--- src/rtl/bcd_time_keeper.sv ---
// 24-hour BCD time keeper with a validated valid/ready load path and an hour-derived colour code.
// Optional: define TIME_SECONDS_OUT_EN to expose the BCD seconds on time_out[31:24].
module bcd_time_keeper #(
  parameter int CLK_HZ     = 50000000,
  parameter int PRESCALE_W = 26
) (
  input  logic        clk,
  input  logic        reset,
  input  logic        load_valid,
  input  logic [23:0] load_data,
  output logic        load_ready,
  output logic        load_err,
  output logic [31:0] time_out,
  output logic        sec_pulse,
  output logic        min_strobe
);

  typedef enum logic [1:0] {IDLE, CHECK, APPLY} state_t;

  localparam logic [PRESCALE_W-1:0] PRESCALE_TC = PRESCALE_W'(CLK_HZ - 1);

  state_t                state_reg, state_next;
  logic [PRESCALE_W-1:0] prescale_reg, prescale_next;
  logic [23:0]           shadow_reg, shadow_next;
  logic [3:0]            sec_u_reg, sec_u_next, sec_t_reg, sec_t_next;
  logic [3:0]            min_u_reg, min_u_next, min_t_reg, min_t_next;
  logic [3:0]            hr_u_reg, hr_u_next, hr_t_reg, hr_t_next;
  logic [1:0]            colour_reg, colour_next;
  logic                  load_err_reg, load_err_next;
  logic                  sec_pulse_reg, sec_pulse_next;
  logic                  min_strobe_reg, min_strobe_next;
  logic                  tick, min_carry, hr_carry;
  logic [7:0]            sec_byte;

  // BCD values order the same way as their binary counterparts, so direct compares work.
  function automatic logic load_ok(input logic [23:0] d);
    logic ok;
    ok = 1'b1;
    for (int i = 0; i < 6; i++) begin
      if (d[i*4 +: 4] > 4'd9) ok = 1'b0;
    end
    if (d[23:20] > 4'd2)   ok = 1'b0;
    if (d[23:16] > 8'h23)  ok = 1'b0;
    if (d[15:12] > 4'd5)   ok = 1'b0;
    if (d[7:4]   > 4'd5)   ok = 1'b0;
    return ok;
  endfunction

  function automatic logic [1:0] colour_of(input logic [7:0] hr);
    logic [1:0] c;
    if (hr < 8'h06)      c = 2'd0;
    else if (hr < 8'h12) c = 2'd1;
    else if (hr < 8'h18) c = 2'd2;
    else                 c = 2'd3;
    return c;
  endfunction

  assign tick       = (prescale_reg == PRESCALE_TC);
  assign load_ready = (state_reg == IDLE);

  always_comb begin
    state_next      = state_reg;
    shadow_next     = shadow_reg;
    load_err_next   = 1'b0;
    sec_pulse_next  = 1'b0;
    min_strobe_next = 1'b0;
    prescale_next   = prescale_reg;
    sec_u_next      = sec_u_reg;
    sec_t_next      = sec_t_reg;
    min_u_next      = min_u_reg;
    min_t_next      = min_t_reg;
    hr_u_next       = hr_u_reg;
    hr_t_next       = hr_t_reg;
    colour_next     = colour_reg;
    min_carry       = 1'b0;
    hr_carry        = 1'b0;

    case (state_reg)
      IDLE: begin
        if (load_valid) begin
          shadow_next = load_data;
          state_next  = CHECK;
        end
      end
      CHECK: begin
        if (load_ok(shadow_reg)) begin
          state_next = APPLY;
        end else begin
          load_err_next = 1'b1;
          state_next    = IDLE;
        end
      end
      APPLY:   state_next = IDLE;
      default: state_next = IDLE;
    endcase

    // A load being applied swallows any coincident tick and restarts the second.
    if (state_reg == APPLY) begin
      prescale_next   = '0;
      hr_t_next       = shadow_reg[23:20];
      hr_u_next       = shadow_reg[19:16];
      min_t_next      = shadow_reg[15:12];
      min_u_next      = shadow_reg[11:8];
      sec_t_next      = shadow_reg[7:4];
      sec_u_next      = shadow_reg[3:0];
      colour_next     = colour_of(shadow_reg[23:16]);
      min_strobe_next = (shadow_reg[23:8] != {hr_t_reg, hr_u_reg, min_t_reg, min_u_reg});
    end else begin
      prescale_next = tick ? '0 : prescale_reg + PRESCALE_W'(1);
      if (tick) begin
        sec_pulse_next = 1'b1;
        if (sec_u_reg != 4'd9) begin
          sec_u_next = sec_u_reg + 4'd1;
        end else begin
          sec_u_next = 4'd0;
          if (sec_t_reg != 4'd5) begin
            sec_t_next = sec_t_reg + 4'd1;
          end else begin
            sec_t_next = 4'd0;
            min_carry  = 1'b1;
          end
        end

        if (min_carry) begin
          min_strobe_next = 1'b1;
          if (min_u_reg != 4'd9) begin
            min_u_next = min_u_reg + 4'd1;
          end else begin
            min_u_next = 4'd0;
            if (min_t_reg != 4'd5) begin
              min_t_next = min_t_reg + 4'd1;
            end else begin
              min_t_next = 4'd0;
              hr_carry   = 1'b1;
            end
          end
        end

        if (hr_carry) begin
          if ({hr_t_reg, hr_u_reg} == 8'h23) begin
            hr_t_next = 4'd0;
            hr_u_next = 4'd0;
          end else if (hr_u_reg == 4'd9) begin
            hr_u_next = 4'd0;
            hr_t_next = hr_t_reg + 4'd1;
          end else begin
            hr_u_next = hr_u_reg + 4'd1;
          end
          colour_next = colour_of({hr_t_next, hr_u_next});
        end
      end
    end
  end

  always_ff @(posedge clk) begin
    if (reset) begin
      state_reg      <= IDLE;
      prescale_reg   <= '0;
      shadow_reg     <= '0;
      sec_u_reg      <= '0;
      sec_t_reg      <= '0;
      min_u_reg      <= '0;
      min_t_reg      <= '0;
      hr_u_reg       <= '0;
      hr_t_reg       <= '0;
      colour_reg     <= '0;
      load_err_reg   <= 1'b0;
      sec_pulse_reg  <= 1'b0;
      min_strobe_reg <= 1'b0;
    end else begin
      state_reg      <= state_next;
      prescale_reg   <= prescale_next;
      shadow_reg     <= shadow_next;
      sec_u_reg      <= sec_u_next;
      sec_t_reg      <= sec_t_next;
      min_u_reg      <= min_u_next;
      min_t_reg      <= min_t_next;
      hr_u_reg       <= hr_u_next;
      hr_t_reg       <= hr_t_next;
      colour_reg     <= colour_next;
      load_err_reg   <= load_err_next;
      sec_pulse_reg  <= sec_pulse_next;
      min_strobe_reg <= min_strobe_next;
    end
  end

`ifdef TIME_SECONDS_OUT_EN
  assign sec_byte = {sec_t_reg, sec_u_reg};
`else
  assign sec_byte = 8'h00;
`endif

  assign time_out   = {sec_byte, 6'b0, colour_reg, hr_t_reg, hr_u_reg, min_t_reg, min_u_reg};
  assign load_err   = load_err_reg;
  assign sec_pulse  = sec_pulse_reg;
  assign min_strobe = min_strobe_reg;

endmodule

--- config.mk ---
export PLATFORM = sky130hd
export DESIGN_NAME = bcd_time_keeper
export DESIGN_NICKNAME = d
export VERILOG_FILES = /design/src/rtl/bcd_time_keeper.sv
export SDC_FILE = /design/constraint.sdc
export NUM_CORES = 1
export LEC_CHECK = 0
export CORE_UTILIZATION = 45
export CTS_CLUSTER_DIAMETER = 50
export CTS_CLUSTER_SIZE = 24
export DETAILED_ROUTE_END_ITERATION = 10
export PLACE_DENSITY = 0.78
export RECOVER_POWER = 25
export SLEW_MARGIN = 20
export SYNTH_ARGS = -nofsm -noshare
export SYNTH_HDL_FRONTEND = slang
export SYNTH_SLANG_ARGS = --single-unit
--- constraint.sdc ---
create_clock -name clk -period 2.75 [get_ports clk]
set_clock_uncertainty 0.1 [all_clocks]
set_input_delay 0.4125 -clock clk [delete_from_list [all_inputs] [get_ports clk]]
set_output_delay 0.4125 -clock clk [all_outputs]
set_load 0.005 [all_outputs]
## Yosys cells after proc, flatten, opt, wreduce, memory -nomap -nowiden

Index checks and enable logic that the tools add are counted.

| storage, ports and cells | value |
|---|---|
| register bits | 81 |
| bits in latches | 0 |
| RAM bits | 0 |
| ROM bits | 0 |
| output and inout port bits | 36 |
| logic and storage cells | 131 |
| memories kept | 0 |

| operators by class | value |
|---|---|
| $add $sub $neg | 7 |
| multiply operators | 0 |
| div/mod/pow operators | 0 |
| order comparisons | 16 |
| equal/unequal tests | 13 |
| shifts and indexed selects | 0 |
| mux-type cells | 69 |
| bitwise gates (word level) | 1 |
| reduce and logical (&&, ||, !) cells | 12 |

Operator list:

| kind | count |
|---|---|
| 2-to-1 mux 4 bit | 32 |
| < comparator 8 x 5 -> 1 bit, second input constant | 4 |
| 2-to-1 mux 1 bit | 27 |
| adder 26 x 1 -> 26 bit, second input constant | 1 |
| == test 26 bit, second input constant | 1 |
| adder 4 x 1 -> 4 bit, second input constant | 6 |
| > comparator 4 bit, second input constant | 6 |
| 2-to-1 mux 2 bit | 9 |
| < comparator 8 x 3 -> 1 bit, second input constant | 2 |
| inequality test 16 bit | 1 |
| == test 8 x 6 -> 1 bit, second input constant | 1 |
| > comparator 4 x 3 -> 1 bit, second input constant | 2 |
| > comparator 8 x 6 -> 1 bit, second input constant | 1 |
| inequality test 4 x 3 -> 1 bit, second input constant | 2 |
| inequality test 4 bit, second input constant | 2 |
| AND reduction 2 bit | 4 |
| inequality test 2 bit, second input constant | 3 |
| nonzero test 2 bit | 3 |
| == test 4 bit, second input constant | 1 |
| > comparator 4 x 2 -> 1 bit, second input constant | 1 |
| case mux 2 bit (2 select lines) | 1 |
| OR reduction 2 bit | 2 |
| AND reduction 3 bit | 1 |
| OR reduction 3 bit | 1 |
| 4 further kinds | 4 |

## Depth between registers and ports, before layout

Gate-level depths: netlist of the first run.

| depth | value |
|---|---|
| depth in word-level cells | 18 |
| mapped depth | 9 |
| mapped depth without buffers | 8 |

## Worst setup path after synthesis of the first run

Ideal clock, no wire load.

| path | value |
|---|---|
| kind | register -> register |
| start point | reg prescale_reg[0] |
| end point | reg hr_t_reg[0] |
| arrival | 2.352 ns |
| path slack | 0.224 ns |
| cell stages (with the launch flop) | 8 |
| path buffers | 1 |
| cell sequence | dfxtp_1 -> ha_1 -> nand4_1 -> or4b_1 -> or4_1 -> buf_2 -> or4_1 -> a31oi_1 |

| between the ends | value |
|---|---|
| word-level cells in the longest chain between the ends | 3 |

RTL lines:

| what | line | source |
|---|---|---|
| from (decl) | 23 | `logic [PRESCALE_W-1:0] prescale_reg, prescale_next;` |
| from (signal assigned) | 172 | `prescale_reg <= prescale_next;` |
| == test 26 bit | 58 | `assign tick = (prescale_reg == PRESCALE_TC);` |
| nonzero test 2 bit (no line) | n/a |  |
| AND reduction 2 bit (no line) | n/a |  |
| to (signal assigned) | 179 | `hr_t_reg <= hr_t_next;` |
| to (decl) | 27 | `logic [3:0] hr_u_reg, hr_u_next, hr_t_reg, hr_t_next;` |

Every way passes these cells.
A chain may end at the register's enable or synchronous reset.

## Worst setup path after layout of the first run

Same ends and word-level chain as after synthesis.

==> results of run 1 <==
## Yosys cell counts (7+ instances only)
cell type / count / area [sq um]
clkbuf_1: 27 / 101.4
nand4_1: 7 / 43.79
inv_1: 9 / 33.78
nand3_1: 26 / 130.1
dfxtp_1: 81 / 1622
and3_1: 7 / 43.79
xor2_1: 30 / 262.8
xnor2_1: 19 / 166.4
nor2_1: 68 / 255.2
o21ai_0: 19 / 95.09
a21oi_1: 31 / 155.2
nor3_1: 10 / 50.05
buf_4: 14 / 105.1
nor4_1: 7 / 43.79
a211oi_1: 15 / 112.6
nand2_1: 76 / 285.3
## routing by layer
metal,part of all wire,vias to the layer above,global-route usage
met2,0.44,113,0.3137
met5,0,-,0
li1,-,1847,-
met3,0.061,12,0.04223
met1,0.48,1692,0.2880
met4,0.020,0,0.09091
## kinds of logic after synthesis
family,share of synthesized area
other,0.0009049
AND/OR/NAND/NOR,0.2886
multiplexers,0.01208
adder cells (fa/ha/maj),0.01510
flip-flops,0.3913
AO/OA/AOI/OAI,0.1244
XOR/XNOR,0.1036
buffers and inverters,0.06401
## per-stage QoR
stage | utilization | setup WS, ns | instance area [sq um] | cells
finish | 0.5575 | 0.1385 | 4910 | 677
detailed placement | 0.5308 | 0.05628 | 4674 | 661
global route | 0.5575 | 0.01124 | 4910 | 677
floorplan | - | 0.2240 | 4193 | 539
CTS | 0.5568 | 0.03362 | 4903 | 677
global placement | 0.5308 | 0.1061 | 4674 | 661
## worst max-delay path by stage
stage                          from           to  slack, ns  depth (start not counted)
floorplan           prescale_reg[0]  hr_t_reg[0]       0.22                          7
global placement    prescale_reg[0]  hr_t_reg[0]       0.11                          6
detailed placement  prescale_reg[0]  hr_t_reg[0]       0.06                          6
CTS                 prescale_reg[0]  hr_t_reg[0]       0.03                          6
global route        prescale_reg[0]  hr_t_reg[3]       0.01                          6
finish              prescale_reg[0]  hr_t_reg[0]       0.14                          6
## worst max-delay path, delay by kind of cell, from the launching register on
| kind | cells | cell delay, ns |
|---|---|---|
| AOI/OAI and AO/OA | 1 | 0.16 |
| adders and majority gates | 1 | 0.22 |
| DFF | 1 | 0.38 |
| and+or+nand+nor | 4 | 1.69 |
## report_power, final
| group | total (mW) | internal, mW | switching (mW) |
|---|---|---|---|
| Combinational | 0.253 | 0.126 | 0.127 |
| Clock | 0.981 | 0.558 | 0.424 |
| Sequential | 1.27 | 1.21 | 0.0578 |
## timing repair
action / in CTS / in global routing
endpoints found under the hold margin: 0 / 0
gates resized for setup: 0 / 2
setup buffers: 0 / 0
endpoints found under the setup margin: 0 / 8
## area by class of cell
type / instances / area (sq um) / area share
clock inverter: 5 / 77.57 / 0.01580
timing repair buffer: 60 / 578.1 / 0.1177
sequential: 81 / 1622 / 0.3303
multi-input combinational: 403 / 2312 / 0.4709
inverter: 9 / 33.78 / 0.006881
clock buffer: 11 / 151.4 / 0.03084
tap: 108 / 135.1 / 0.02752
==> out/results.tsv, run 1 <==
stage	metric	value	unit
timing	fin_crit	2.612	ns
yosys	yosysWarnings	0	
yosys	yosysUniqueCellTypes	52	
timing	rsz0062_at_grt	no	
hold_path	hold_depth	2	
clock_tree	clock_sinks	81	
hold_path	hold_end	shadow_reg[4]	
power	ir_drop	0.2549	mV
die	placementRows	34	
placement	io_buffers	48	
timing	relSlewSlack	0.4222	
worst_setup_path	cp_slowest_cell	or4b_1	
clock_tree	clk_latency	0.35	ns
worst_setup_path	worstPathMaxFanout	7	
global_routing	grt_usage	0.2082	
timing	hold_violations	0	
worst_setup_path	path_class	reg -> reg	
finish	layout_commonest_cell	dfxtp_1	
global_routing	grt_pass1_vias	3390	
worst_setup_path	path_cells	ha_2, nand4_1, or4b_1, or4_4, or4_1, a31oi_1	
routing	vias	3664	
die	die_h	97.96	um
timing	finalMaxSlewViolations	0	
clock_tree	cts.clk_slew.worst_paths	0.08	ns
yosys	yosysSeqAreaShare	0.3913	
power	finalPower	2.507	mW
clock_tree	cts_max_path_buffers	2	
run_status	violations	design-rule violations	
routing	wl_per_cell	13.93	um
global_routing	grt_pass1_wl	15960	um
finish	nNetsFinal	596	
routing	totalWireLength	9433	um
worst_setup_path	critPathRequiredTime	2.93	ns
yosys	synth_edf_count	0	
yosys	syn-cell-area	4144	sq um
placement	hpwl	6939	um
yosys	syn_inst	526	
yosys	synthArstFlopShare	0	
worst_setup_path	arrival	2.79	ns
worst_setup_path	max_stage_delay	0.57	ns
worst_setup_path	r2r-end	hr_t_reg[0]	
routing	antenna_left	0	
power	power_density	510.5	nW/um^2
hold_path	hp-class	reg -> reg	
global_routing	grt_max_degree	56	
finish	area_delta_synth_final	18.48	%
run	max-cap-violations	0	
timing	tightest_slew	0.8646	ns
die	coreArea	8806	sq um
yosys	synth_flop_cell	dfxtp_1	
clock_tree	cts_tree	done	
routing	drc	7	
die	floorplan.initialDensity	0.4706	
timing	tns	0	ns
worst_setup_path	r2r_slack	0.14	ns
routing	dr.pass1.iters	7	
clock_tree	cts-root-buf	clkbuf_8	
clock_tree	htreeDepth	3	
finish	drive_gt1_frac	0.06503	
worst_setup_path	r2r-start	prescale_reg[0]	
routing	drt-initial-drc-count	237	
yosys	syn_area_per_cell	7.878	sq um
worst_setup_path	critPathLaunchType	register	
die	top_level_ports	63	
global_routing	antenna_found_initial	0	
clock_tree	hold_buffers	0	
clock_tree	cts_made_buffers	9	
timing	fin_crit_sh	0.9496	
hold_path	hp-start	shadow_reg[4]	
finish	diodes	0	
yosys	synth_seq_cells	81	
routing	via_per_inst	5.412	
finish	layout_common_cells	dfxtp_1 (81), nand2_1 (76), nor2_1 (68), clkdlybuf4s50_1 (42), a21oi_1 (31)	
placement	place.gp.congestion	0.9124	
die	fp.dieW	97.96	um
worst_setup_path	end_kind	register	
run_status	status	finished with violations	
finish	largest_register_ff_count	26	
timing	finalSetupViolations	0	
finish	nFillCells	789	
timing	worst_hold_slack	0.3653	ns
die	die_area	9596	sq um
power	leakagePower	1.895	nW
timing	clock.fmax	382.9	MHz
worst_setup_path	r2r_cells	6	
global_routing	overflow	0	
Power figures use the tool's default switching activity.
==> run 2, diff against run 1 <==
--- a/config.mk
+++ b/config.mk
@@ -5,11 +5,11 @@
 export SDC_FILE = /design/constraint.sdc
 export NUM_CORES = 1
 export LEC_CHECK = 0
-export CORE_UTILIZATION = 45
+export CORE_UTILIZATION = 50
 export CTS_CLUSTER_DIAMETER = 50
 export CTS_CLUSTER_SIZE = 24
 export DETAILED_ROUTE_END_ITERATION = 10
-export PLACE_DENSITY = 0.78
+export PLACE_DENSITY = 0.85
 export RECOVER_POWER = 25
 export SLEW_MARGIN = 20
 export SYNTH_ARGS = -nofsm -noshare
==> out/results.tsv, run 2 (synthesized netlist as in run 1, its figures left out) <==
stage	metric	value	unit	change
timing	clock.fmax	381.1	MHz	was 382.9 MHz
routing	vias	3829		was 3664
finish	design_area	4866	sq um	was 4910 sq um
placement	io_buffers	48		unchanged
routing	wl_per_cell	14.60	um	was 13.93 um
worst_setup_path	end_kind	register		unchanged
global_routing	met2_usage	0.3940		was 0.3137
global_routing	grt_usage	0.2387		was 0.2082
global_routing	grt_max_degree	56		unchanged
worst_setup_path	path_class	reg -> reg		unchanged
clock_tree	htreeDepth	3		unchanged
clock_tree	clock_sinks	81		unchanged
global_routing	antenna_found_initial	0		unchanged
clock_tree	clk_latency	0.36	ns	was 0.35 ns
clock_tree	cts_made_buffers	9		unchanged
worst_setup_path	cp_slowest_cell	or4b_1		unchanged
finish	area_delta_synth_final	17.42	%	was 18.48%
routing	antenna_left	0		unchanged
power	ir_drop	0.3193	mV	was 0.2549 mV
routing	totalWireLength	9768	um	was 9433 um
die	die_area	8656	sq um	was 9596 sq um
die	top_level_ports	63		unchanged
run_status	status	finished clean		was finished with violations
placement	postPlaceCellArea	4652	sq um	was 4674 sq um
finish	nFillCells	683		was 789
clock_tree	cts_tree	done		unchanged
timing	hold_violations	0		unchanged
finish	nNetsFinal	594		was 596
clock_tree	cts_max_path_buffers	2		unchanged
die	fp.dieW	93.04	um	was 97.96 um
global_routing	gr-max-usage-layer	met2		unchanged
global_routing	grt_pass1_wl	16500	um	was 15960 um
power	finalPower	2.364	mW	was 2.507 mW
finish	layout_commonest_cell	dfxtp_1		unchanged
routing	via_per_inst	5.723		was 5.412
timing	rsz0062_at_grt	no		unchanged
worst_setup_path	critPathLaunchType	register		unchanged
global_routing	grtUsageMet3	0.04797		was 0.04223
finish	final_core_util	0.6169		was 0.5575
worst_setup_path	critPathRequiredTime	2.94	ns	was 2.93 ns
run	max-cap-violations	0		unchanged
global_routing	met1_usage	0.3070		was 0.2880
worst_setup_path	worstPathMaxFanout	7		unchanged
global_routing	grt_pass1_vias	3542		was 3390
routing	drt-initial-drc-count	210		was 237
global_routing	overflow	0		unchanged
timing	relSlewSlack	0.1664		was 0.4222
worst_setup_path	path_cells	ha_2, nand4_1, or4b_1, or4_4, or4_1, a31oi_1		unchanged
worst_setup_path	max_stage_delay	0.57	ns	about the same
hold_path	hp-class	reg -> reg		unchanged
routing	drc	0		was 7
finish	layout_common_cells	dfxtp_1 (80), nand2_1 (75), nor2_1 (68), clkdlybuf4s50_1 (47), a21oi_1 (31)		was dfxtp_1 (81), nand2_1 (76), nor2_1 (68), clkdlybuf4s50_1 (42), a21oi_1 (31)
power	power_density	485.9	nW/um^2	was 510.5 nW/um^2
timing	fin_crit_sh	0.9543		was 0.9496
timing	finalSetupViolations	0		unchanged
finish	diodes	0		unchanged
die	placementRows	32		was 34
placement	hpwl	6782	um	was 6939 um
finish	largest_register_ff_count	26		unchanged
timing	tns	0	ns	unchanged
power	leakagePower	1.874	nW	was 1.895 nW
clock_tree	cts.clk_slew.worst_paths	0.10	ns	was 0.08 ns
timing	finalMaxSlewViolations	0		unchanged
routing	dr.pass1.iters	5		was 7
timing	tightest_slew	1.250	ns	was 0.8646 ns
finish	multi_input_area	2340	sq um	was 2312 sq um
die	die_h	93.04	um	was 97.96 um
finish	drive_gt1_frac	0.06702		was 0.06503
clock_tree	cts_setup_buffers	0		unchanged
clock_tree	cts-root-buf	clkbuf_8		unchanged
timing	worst_hold_slack	0.3419	ns	was 0.3653 ns
die	floorplan.initialDensity	0.5254		was 0.4706
worst_setup_path	arrival	2.82	ns	was 2.79 ns
finish	final-seq-area	1623	sq um	was 1622 sq um
die	coreArea	7888	sq um	was 8806 sq um
worst_setup_path	r2r_slack	0.13	ns	was 0.14 ns
placement	place.gp.congestion	0.9777		was 0.9124
timing	fin_crit	2.624	ns	was 2.612 ns
[run 2: final cells by class]
type / instances / area share
clock buffers: 9 / 0.02546
clock inverters: 7 / 0.01209
inverters: 9 / 0.006943
multi-input cells: 403 / 0.4808
flip-flops and latches: 81 / 0.3335
well taps: 102 / 0.02623
repair buffers: 58 / 0.1149
[run 2: metal layers]
metal / vias to the layer above / wire length [um]
met1: 1800 / 4256
met2: 157 / 4726
li1: 1855 / -
met5: - / 0
met3: 17 / 661
met4: 0 / 124
[run 2: worst paths after layout]
kind / start / to / depth (start not counted)
max: prescale_reg[0] / hr_t_reg[0] / 6
min: prescale_reg[0] / prescale_reg[0] / 1
max reg2reg: prescale_reg[0] / hr_t_reg[0] / 6
min reg2reg: prescale_reg[0] / prescale_reg[0] / 1
[run 2: metrics by stage]
stage,instances,setup WS (ns)
2_1_floorplan,539,0.2240
3_3_place_gp,653,0.1280
3_5_place_dp,653,0.03036
4_1_cts,669,0.003198
5_1_grt,669,0.02610
6_report,669,0.1257
[run 2: what timing repair did]
action / in CTS / in global routing
hold buffers: 0 / 0
gates resized for setup: 0 / 8
setup endpoints to repair: 0 / 19
[run 2: worst max-delay path, delay by kind of cell, from the launching register on]
family                   cells  cell delay [ns]
AO/OA/AOI/OAI                1             0.18
adder cells (fa/ha/maj)      1             0.20
flip-flops                   1             0.36
AND/OR/NAND/NOR              4             1.71
[run 2: power by group]
part	switching, mW	internal, mW
combinational	0.132	0.125
clock	0.490	0.346
sequential	0.0569	1.21
==> run 3, diff against run 2 <==
--- a/config.mk
+++ b/config.mk
@@ -9,6 +9,7 @@
 export CTS_CLUSTER_DIAMETER = 50
 export CTS_CLUSTER_SIZE = 24
 export DETAILED_ROUTE_END_ITERATION = 10
+export GPL_ROUTABILITY_DRIVEN = 0
 export PLACE_DENSITY = 0.85
 export RECOVER_POWER = 25
 export SLEW_MARGIN = 20
==> out/results.tsv, run 3 (synthesized netlist as in run 1, its figures left out) <==
stage	metric	value	unit	change
run_status	status	finished clean		unchanged
placement	hpwl	6767	um	was 6782 um
clock_tree	hold_buffers	0		unchanged
timing	clock.fmax	386.9	MHz	was 381.1 MHz
run	max-cap-violations	0		unchanged
clock_tree	clock_sinks	81		unchanged
timing	finalMaxSlewViolations	0		unchanged
global_routing	overflow	0		unchanged
timing	hold_violations	0		unchanged
global_routing	grt_pass1_wl	16060	um	was 16500 um
finish	largest_register_ff_count	26		unchanged
clock_tree	cts.clk_slew.worst_paths	0.09	ns	was 0.10 ns
power	finalPower	2.400	mW	was 2.364 mW
power	ir_drop	0.3813	mV	was 0.3193 mV
placement	dp_slack	0.04535	ns	was 0.03036 ns
timing	rsz0062_at_grt	no		unchanged
clock_tree	cts_max_path_buffers	2		unchanged
die	placementRows	32		unchanged
clock_tree	htreeDepth	3		unchanged
timing	finalSetupViolations	0		unchanged
routing	via_per_inst	5.641		was 5.723
finish	design_area	4886	sq um	was 4866 sq um
power	leakagePower	1.866	nW	was 1.874 nW
routing	antenna_left	0		unchanged
power	power_density	491.2	nW/um^2	was 485.9 nW/um^2
finish	nNetsFinal	598		was 594
routing	wl_per_cell	14.57	um	was 14.60 um
die	die_area	8656	sq um	unchanged
die	fp.dieW	93.04	um	unchanged
timing	worst_slack	0.1656	ns	was 0.1257 ns
die	floorplan.initialDensity	0.5254		unchanged
routing	drc	0		unchanged
clock_tree	cts_made_buffers	9		unchanged
hold_path	hp-class	reg -> reg		unchanged
finish	layout_commonest_cell	dfxtp_1		unchanged
worst_setup_path	arrival	2.74	ns	was 2.82 ns
worst_setup_path	path_class	reg -> reg		unchanged
finish	drive_gt1_frac	0.06842		was 0.06702
worst_setup_path	critPathLaunchType	register		unchanged
clock_tree	cts-root-buf	clkbuf_8		unchanged
global_routing	grt_usage	0.2334		was 0.2387
finish	fin_cells	672		was 669
global_routing	grt_max_degree	56		unchanged
timing	relSlewSlack	0.1917		was 0.1664
timing	tns	0	ns	unchanged
clock_tree	clk_latency	0.35	ns	was 0.36 ns
global_routing	antenna_found_initial	0		unchanged
finish	area_delta_synth_final	17.90	%	was 17.42%
placement	postPlaceCellArea	4659	sq um	was 4652 sq um
routing	drt-initial-drc-count	202		was 210
timing	fin_crit	2.584	ns	was 2.624 ns
placement	io_buffers	48		unchanged
routing	dr.pass1.iters	4		was 5
timing	tightest_slew	1.212	ns	was 1.250 ns
global_routing	grt_pass1_vias	3520		was 3542
worst_setup_path	critPathRequiredTime	2.90	ns	was 2.94 ns
finish	nFillCells	687		was 683
timing	fin_crit_sh	0.9398		was 0.9543
finish	layout_common_cells	dfxtp_1 (80), nand2_1 (76), nor2_1 (68), clkdlybuf4s50_1 (47), a21oi_1 (31)		was dfxtp_1 (80), nand2_1 (75), nor2_1 (68), clkdlybuf4s50_1 (47), a21oi_1 (31)
finish	diodes	0		unchanged
worst_setup_path	end_kind	register		unchanged
die	coreArea	7888	sq um	unchanged
worst_setup_path	worstPathMaxFanout	11		was 7
clock_tree	cts_tree	done		unchanged
die	top_level_ports	63		unchanged
routing	totalWireLength	9789	um	was 9768 um
die	die_h	93.04	um	unchanged
placement	placed_cells	654		was 653
routing	vias	3791		was 3829
[run 3: changes by cell type in the layout (fill, tap and decap cells not counted), sizes merged]
cell,previous run,this run
clkinv,1,3
buf,10,14
clkbuf,10,11
inv,14,9
bufinv,0,1
[run 3: power breakdown]
group,internal [mW],switching [mW]
combinational,0.125,0.130
sequential,1.21,0.0575
clock,0.438,0.434
total,1.78,0.622
[run 3: layout make-up]
cell class / instances / area [sq um] / share of cell area
Clock buffer: 10 / 137.6 / 0.02817
Clock inverter: 5 / 56.30 / 0.01152
Inverter: 9 / 33.78 / 0.006914
Multi-Input combinational cell: 403 / 2318 / 0.4745
Sequential cell: 81 / 1623 / 0.3321
Tap cell: 102 / 127.6 / 0.02612
Timing Repair Buffer: 62 / 589.3 / 0.1206
[run 3: routing by layer]
metal  vias up  wire length [um]  part of all wire  track usage
met1      1785              4363              0.45       0.2970
met3        20               657             0.067      0.06504
met5         -                 0                 0            0
li1       1857                 -                 -            -
met2       129              4552              0.47       0.3683
met4         0               216             0.022       0.1026
[run 3: metrics by stage]
step | hold slack, ns | utilization
after floorplan | 0.3299 | -
after global placement | 0.3436 | 0.5907
after detailed placement | 0.3587 | 0.5907
after CTS | 0.3725 | 0.6153
after global routing | 0.3772 | 0.6194
final | 0.3589 | 0.6194
[run 3: worst max-delay path, stage by stage, from the launching register on]
cell	delay (ns)
dfxtp_1	0.36
ha_2	0.21
nand4_1	0.16
or4b_1	0.55
or4_4	0.48
nand2_1	0.31
nor3b_1	0.09
a31o_2	0.23
[run 3: worst paths after layout]
path | from | to | slack (ns) | cells after the start
setup / recovery | prescale_reg[1] | colour_reg[1] | 0.17 | 7
setup reg to reg | prescale_reg[1] | colour_reg[1] | 0.17 | 7
hold reg to reg | prescale_reg[0] | prescale_reg[0] | 0.36 | 1
hold / removal | prescale_reg[0] | prescale_reg[0] | 0.36 | 1
[run 3: timing repair]
item / CTS / global route
setup endpoints to repair: 0 / 13
buffers inserted: 0 / 3
endpoints found under the hold margin: 0 / 0
resized for setup: 0 / 4
